**src/rtl/ad_dac_tx_if.sv**
```systemverilog
// ad_dac_tx_if: AXI4-Stream sample channel feeding the DAC transmitter.
interface ad_dac_tx_if #(parameter int DW = 12) ();
    logic [DW-1:0] tdata;
    logic          tvalid;
    logic          tready;
    modport master (output tdata, output tvalid, input tready);
    modport slave  (input tdata, input tvalid, output tready);
endinterface

```
**src/rtl/ad_dac_tx.sv**
```systemverilog
// ad_dac_tx: AXI4-Stream to parallel DAC transmitter with sample FIFO, divided DAC clock and underflow count.
// Optional AD_DAC_OFFSET_BINARY_EN: stream carries two's complement, converted to offset binary on pop.
module ad_dac_tx #(
    parameter int DAC_DATA_WIDTH = 12,
    parameter int CLK_DIV        = 4,
    parameter int FIFO_DEPTH     = 8
) (
    input  logic                          clk,
    input  logic                          rst_n,
    input  logic                          enable,
    ad_dac_tx_if.slave                    s_axis,
    output logic                          dac_clk,
    output logic [DAC_DATA_WIDTH-1:0]     dac_data,
    output logic                          underflow,
    output logic [15:0]                   underflow_cnt,
    output logic [$clog2(FIFO_DEPTH):0]   fifo_level
);
    localparam int DW = DAC_DATA_WIDTH;
    localparam int AW = $clog2(FIFO_DEPTH);
    localparam int LW = AW + 1;
    localparam int CW = $clog2(CLK_DIV);
    localparam logic [DW-1:0] MID = {1'b1, {(DW-1){1'b0}}};

    typedef enum logic [1:0] {IDLE, PRIME, RUN} state_t;

    state_t          state_q, state_d;
    logic [CW-1:0]   cnt_q, cnt_d;
    logic [AW-1:0]   wr_q, wr_d, rd_q, rd_d;
    logic [LW-1:0]   level_q, level_d;
    logic            dac_clk_q, dac_clk_d;
    logic [DW-1:0]   dac_data_q, dac_data_d;
    logic            underflow_q, underflow_d;
    logic [15:0]     ucnt_q, ucnt_d;
    logic [DW-1:0]   mem_q [FIFO_DEPTH];
    logic            full, empty, run, tick, push, pop;
    logic [DW-1:0]   head;

    assign full          = level_q == LW'(FIFO_DEPTH);
    assign empty         = level_q == '0;
    assign s_axis.tready = state_q != IDLE && !full;
    assign run           = state_q == RUN && enable;
    assign tick          = run && cnt_q == CW'(CLK_DIV - 1);
    assign push          = s_axis.tvalid && s_axis.tready && enable;
    assign pop           = tick && !empty;
`ifdef AD_DAC_OFFSET_BINARY_EN
    assign head = {~mem_q[rd_q][DW-1], mem_q[rd_q][DW-2:0]};
`else
    assign head = mem_q[rd_q];
`endif

    always_comb begin
        state_d     = !enable ? IDLE :
                      state_q == IDLE ? PRIME :
                      (state_q == PRIME && level_q >= LW'(FIFO_DEPTH / 2)) ? RUN : state_q;
        cnt_d       = run ? (tick ? '0 : cnt_q + CW'(1)) : '0;
        dac_clk_d   = run && cnt_d >= CW'(CLK_DIV / 2);
        // Dropping enable flushes the FIFO outright, whatever is in flight this cycle.
        wr_d        = enable ? wr_q + AW'(push) : '0;
        rd_d        = enable ? rd_q + AW'(pop) : '0;
        level_d     = enable ? level_q + LW'(push) - LW'(pop) : '0;
        dac_data_d  = !run ? MID : tick ? (empty ? MID : head) : dac_data_q;
        underflow_d = tick && empty;
        ucnt_d      = (!enable || state_q == IDLE) ? '0 :
                      (underflow_d && ucnt_q != 16'hFFFF) ? ucnt_q + 16'd1 : ucnt_q;
    end

    always_ff @(posedge clk or negedge rst_n) begin
        if (!rst_n) begin
            state_q     <= IDLE;
            cnt_q       <= '0;
            wr_q        <= '0;
            rd_q        <= '0;
            level_q     <= '0;
            dac_clk_q   <= 1'b0;
            dac_data_q  <= MID;
            underflow_q <= 1'b0;
            ucnt_q      <= '0;
        end else begin
            state_q     <= state_d;
            cnt_q       <= cnt_d;
            wr_q        <= wr_d;
            rd_q        <= rd_d;
            level_q     <= level_d;
            dac_clk_q   <= dac_clk_d;
            dac_data_q  <= dac_data_d;
            underflow_q <= underflow_d;
            ucnt_q      <= ucnt_d;
        end
    end

    always_ff @(posedge clk) begin
        if (push) mem_q[wr_q] <= s_axis.tdata;
    end

    assign dac_clk       = dac_clk_q;
    assign dac_data      = dac_data_q;
    assign underflow     = underflow_q;
    assign underflow_cnt = ucnt_q;
    assign fifo_level    = level_q;
endmodule
```
**src/flat_wrapper.sv**
```systemverilog
// flat-port wrapper written by rule: the top's interface ports become plain ports
module ad_dac_tx_flat 
#(
    parameter int DAC_DATA_WIDTH = 12,
    parameter int CLK_DIV        = 4,
    parameter int FIFO_DEPTH     = 8
)
  (clk, rst_n, enable, dac_clk, dac_data, underflow, underflow_cnt, fifo_level, s_axis_tdata, s_axis_tvalid, s_axis_tready);
  ad_dac_tx_if s_axis_i ();
  input  logic clk;
  input  logic rst_n;
  input  logic enable;
  output logic dac_clk;
  output logic [DAC_DATA_WIDTH-1:0] dac_data;
  output logic underflow;
  output logic [15:0] underflow_cnt;
  output logic [$clog2(FIFO_DEPTH):0] fifo_level;
  input wire logic [$bits(s_axis_i.tdata)-1:0] s_axis_tdata;
  input wire logic [$bits(s_axis_i.tvalid)-1:0] s_axis_tvalid;
  output wire logic [$bits(s_axis_i.tready)-1:0] s_axis_tready;
  assign s_axis_i.tdata = s_axis_tdata;
  assign s_axis_i.tvalid = s_axis_tvalid;
  assign s_axis_tready = s_axis_i.tready;
  ad_dac_tx #(.DAC_DATA_WIDTH(DAC_DATA_WIDTH), .CLK_DIV(CLK_DIV), .FIFO_DEPTH(FIFO_DEPTH)) u_core (.clk(clk), .rst_n(rst_n), .enable(enable), .s_axis(s_axis_i), .dac_clk(dac_clk), .dac_data(dac_data), .underflow(underflow), .underflow_cnt(underflow_cnt), .fifo_level(fifo_level));
endmodule
```
**config.mk**
```make
export PLATFORM = sky130hd
export DESIGN_NAME = ad_dac_tx_flat
export DESIGN_NICKNAME = d
export VERILOG_FILES = /design/src/rtl/ad_dac_tx_if.sv /design/src/rtl/ad_dac_tx.sv /design/src/flat_wrapper.sv
export SDC_FILE = /design/constraint.sdc
export NUM_CORES = 1
export LEC_CHECK = 0
export ABC_AREA = 1
export BUFFER_PORTS_ARGS = -buffer_cell sky130_fd_sc_hd__buf_2
export CORE_MARGIN = 3
export CORE_UTILIZATION = 30
export CTS_BUF_LIST = sky130_fd_sc_hd__clkbuf_2 sky130_fd_sc_hd__clkbuf_4 sky130_fd_sc_hd__clkbuf_8
export DETAILED_ROUTE_END_ITERATION = 8
export SKIP_LAST_GASP = 1
export SLEW_MARGIN = 0
export SYNTH_ARGS = -nofsm -noshare
export SYNTH_HDL_FRONTEND = slang
export SYNTH_SLANG_ARGS = --single-unit
```
**constraint.sdc**
```tcl
create_clock -name clk -period 3.3 [get_ports clk]
set_input_delay 0.825 -clock clk [delete_from_list [all_inputs] [get_ports clk]]
set_output_delay 0.825 -clock clk [all_outputs]
set_load 0.02 [all_outputs]
```
==> flow_summary.yaml <==
outcome:
  status: "finished, final reports clean"
yosys:
  netlist_area_um2: 6030
  synth_nets: 593
  yosysMostFrequentCell: "nand2_1"
  async_flop_share: 0.309
  seq_area_frac_synth: 0.656
  synth_top_area_cell: "edfxtp_1"
  synth_cell_types: 30
  syn_avg_cell_area_um2: 10.7
  synth_edf_count: 96
  syn_inst: 565
  ys_top_cells_by_count: "114 x nand2_1, 101 x nor2_1, 96 x edfxtp_1"
  synth_area_leaders: "edfxtp_1 48%, dfrtp_1 17%, nand2_1 7.1%, nor2_1 6.3%, o21ai_0 4.2%"
  synth_seq_cells: 139
  synth_flop_cell: "edfxtp_1"
  yosysTopAreaCellShare: 0.478
  yosysWarningCount: 0
clock_network:
  clkLatencyLatePin_ns: 0.44
  cts.reportedPaths.clkPinSlew_ns: 0.08
  root_buffer: "clkbuf_8"
  clk_path_buf_depth: 2
  hold_buffers: 0
  h-tree-depth: 4
  cts_buffers: 17
  clock_sinks: 139
  cts_resized: 0
  cts_setup_buffers: 0
  tritoncts: "built"
sta:
  setup_viol: 0
  hold_viol_final: 0
  fin_crit_ns: 2.31
  relSlewSlack: 0.349
  setup_slack_ns: 0.985
  rsz0062_at_grt: "false"
  fin_crit_sh: 0.702
  tightest_slew_ns: 0.976
  finalHoldWorstSlack_ns: 0.434
  fin_skew_ns: 0.0129
  tns_ns: 0
  timing.fmax_mhz: 432
  drv_slew: 0
global_route:
  grt_pass1_vias: 3983
  antenna_found_initial: 0
  grt_pass1_wl_mm: 21.5
  grt_use_total: 0.126
  grt-ovfl-total: 0
  grt_max_degree: 50
power:
  vdd.ir_drop.worst_mv: 0.252
  p_per_area_nw_per_um2: 489
  power.total_mw: 3.42
  cellLeakagePower_nw: 2.86
floorplan:
  initial_core_util: 0.308
  row_count: 51
  dieArea_um2: 21800
  dieHeight_um: 148
  ios: 51
  die_w_um: 148
  core_area_um2: 19600
placement:
  io_buffers: 50
  dp_cells: 870
  dp_slack_ns: 0.859
  place_congestion: 0.817
  dp_hpwl_mm: 8.57
  place_area_um2: 6600
route:
  drtIter0Drc: 309
  via_per_inst: 4.64
  remaining_drc_errors: 0
  ant_nets: 0
  drt_wl_total_mm: 13.4
  vias: 4183
  wl_per_cell_um: 14.8
  drt_pass1_iterations: 4
setup_path:
  r2r_cells: 10
  cp_common_cell: "inv_1"
  cp_cell_sequence: "inv_1 > ha_1 > nand3_1 > nand2_1 > inv_1 > buf_2"
  path_class: "reg2out"
  r2r-start: "u_core.fifo_level[2]$_DFF_PN0_"
  ff2ff_setup_slack_ns: 1.18
  startpoint_type: "register"
  rr_endpoint: "u_core.fifo_level[2]$_DFF_PN0_"
  crit_required_ns: 2.47
  worst_setup_path_end_kind: "output port"
  arrival_ns: 1.49
  critPathMaxFanout: 4
  cpPeakStageDelay_ns: 0.38
  slowest_stage: "dfrtp_1"
min_path:
  hold-path-cell-count: 1
  holdPathEnd: "u_core.cnt_q[0]$_DFF_PN0_"
  worstHoldStart: "u_core.cnt_q[0]$_DFF_PN0_"
  min_path_type: "reg2reg"
finish:
  drive_above_1_share: 0.171
  n_antenna_cell: 0
  instances_no_fill: 902
  area_delta_synth_final_pct: 16.0
  stdcell_area_um2: 7000
  nets: 652
  fin_util: 0.357
run:
  maxCapViolCount: 0
==> layer usage <==
| layer | global-route usage | up-vias | part of all wire |
|---|---|---|---|
| met2 | 0.190 | 100 | 0.45 |
| met5 | 0 | - | 0 |
| met1 | 0.180 | 2014 | 0.48 |
| li1 | - | 2054 | - |
| met4 | 0.0393 | 0 | 0.010 |
| met3 | 0.0313 | 15 | 0.052 |
==> worst max-delay path by stage <==
stage / start / cells past startpoint / to
finish: u_core.fifo_level[2]$_DFF_PN0_ / 6 / s_axis_tready
global route: u_core.fifo_level[2]$_DFF_PN0_ / 6 / s_axis_tready
CTS: u_core.fifo_level[2]$_DFF_PN0_ / 6 / s_axis_tready
detailed placement: enable / 9 / u_core.fifo_level[1]$_DFF_PN0_
global placement: enable / 9 / u_core.fifo_level[1]$_DFF_PN0_
floorplan: u_core.fifo_level[2]$_DFF_PN0_ / 10 / u_core.fifo_level[1]$_DFF_PN0_
==> cell families after synthesis <==
logic type,Yosys count,synth area share
simple gates,272,0.194
flops,139,0.656
compound gates,80,0.0771
buf+inv,57,0.0394
fa+ha+maj,12,0.0261
xor+xnor,5,0.00726
==> final cells by class <==
| cell class | count | area, µm² |
|---|---|---|
| clock inverters | 15 | 164 |
| repair buffers | 63 | 348 |
| well taps | 265 | 332 |
| fillers | 1976 | 12600 |
| flip-flops and latches | 139 | 3960 |
| clock buffers | 17 | 234 |
| inverters | 34 | 128 |
| multi-input cells | 369 | 1840 |
==> placed cells by master (no fill, tap or decap), drive strengths merged <==
cell type / instances
buf: 63
nand2: 115
bufinv: 2
nor3b: 1
or2: 3
o211ai: 22
clkinvlp: 1
edfxtp: 96
fa: 1
inv: 39
nand3: 29
o21bai: 3
nand3b: 2
ha: 11
dfrtp: 42
clkinv: 7
xor2: 5
o21ai: 51
nor3: 1
a21boi: 1
nor2: 106
dfstp: 1
clkbuf: 17
nand4: 15
a21oi: 3
==> flip-flops by register name, summed over array words and instances (netlist names) <==
signal / count
u_core.cnt_q: 2
u_core.dac_data: 12
u_core.fifo_level: 4
u_core.mem_q: 96
u_core.rd_q: 3
u_core.state_q: 2
u_core.underflow: 1
u_core.underflow_cnt: 16
u_core.wr_q: 3
==> report_power, final <==
| group | internal, mW | switching, mW | total (mW) |
|---|---|---|---|
| logic | 0.0395 | 0.104 | 0.144 |
| clock network | 0.684 | 0.702 | 1.39 |
| registers | 1.89 | 0.00895 | 1.90 |
==> critical path: cells and delay by family, from the launching register on <==
family	cells	cell delay (ns)
AND/OR/NAND/NOR	2	0.17
adder cells (fa/ha/maj)	1	0.19
buffers and inverters	3	0.31
flip-flops	1	0.38
(Power assumes the default switching activity.)
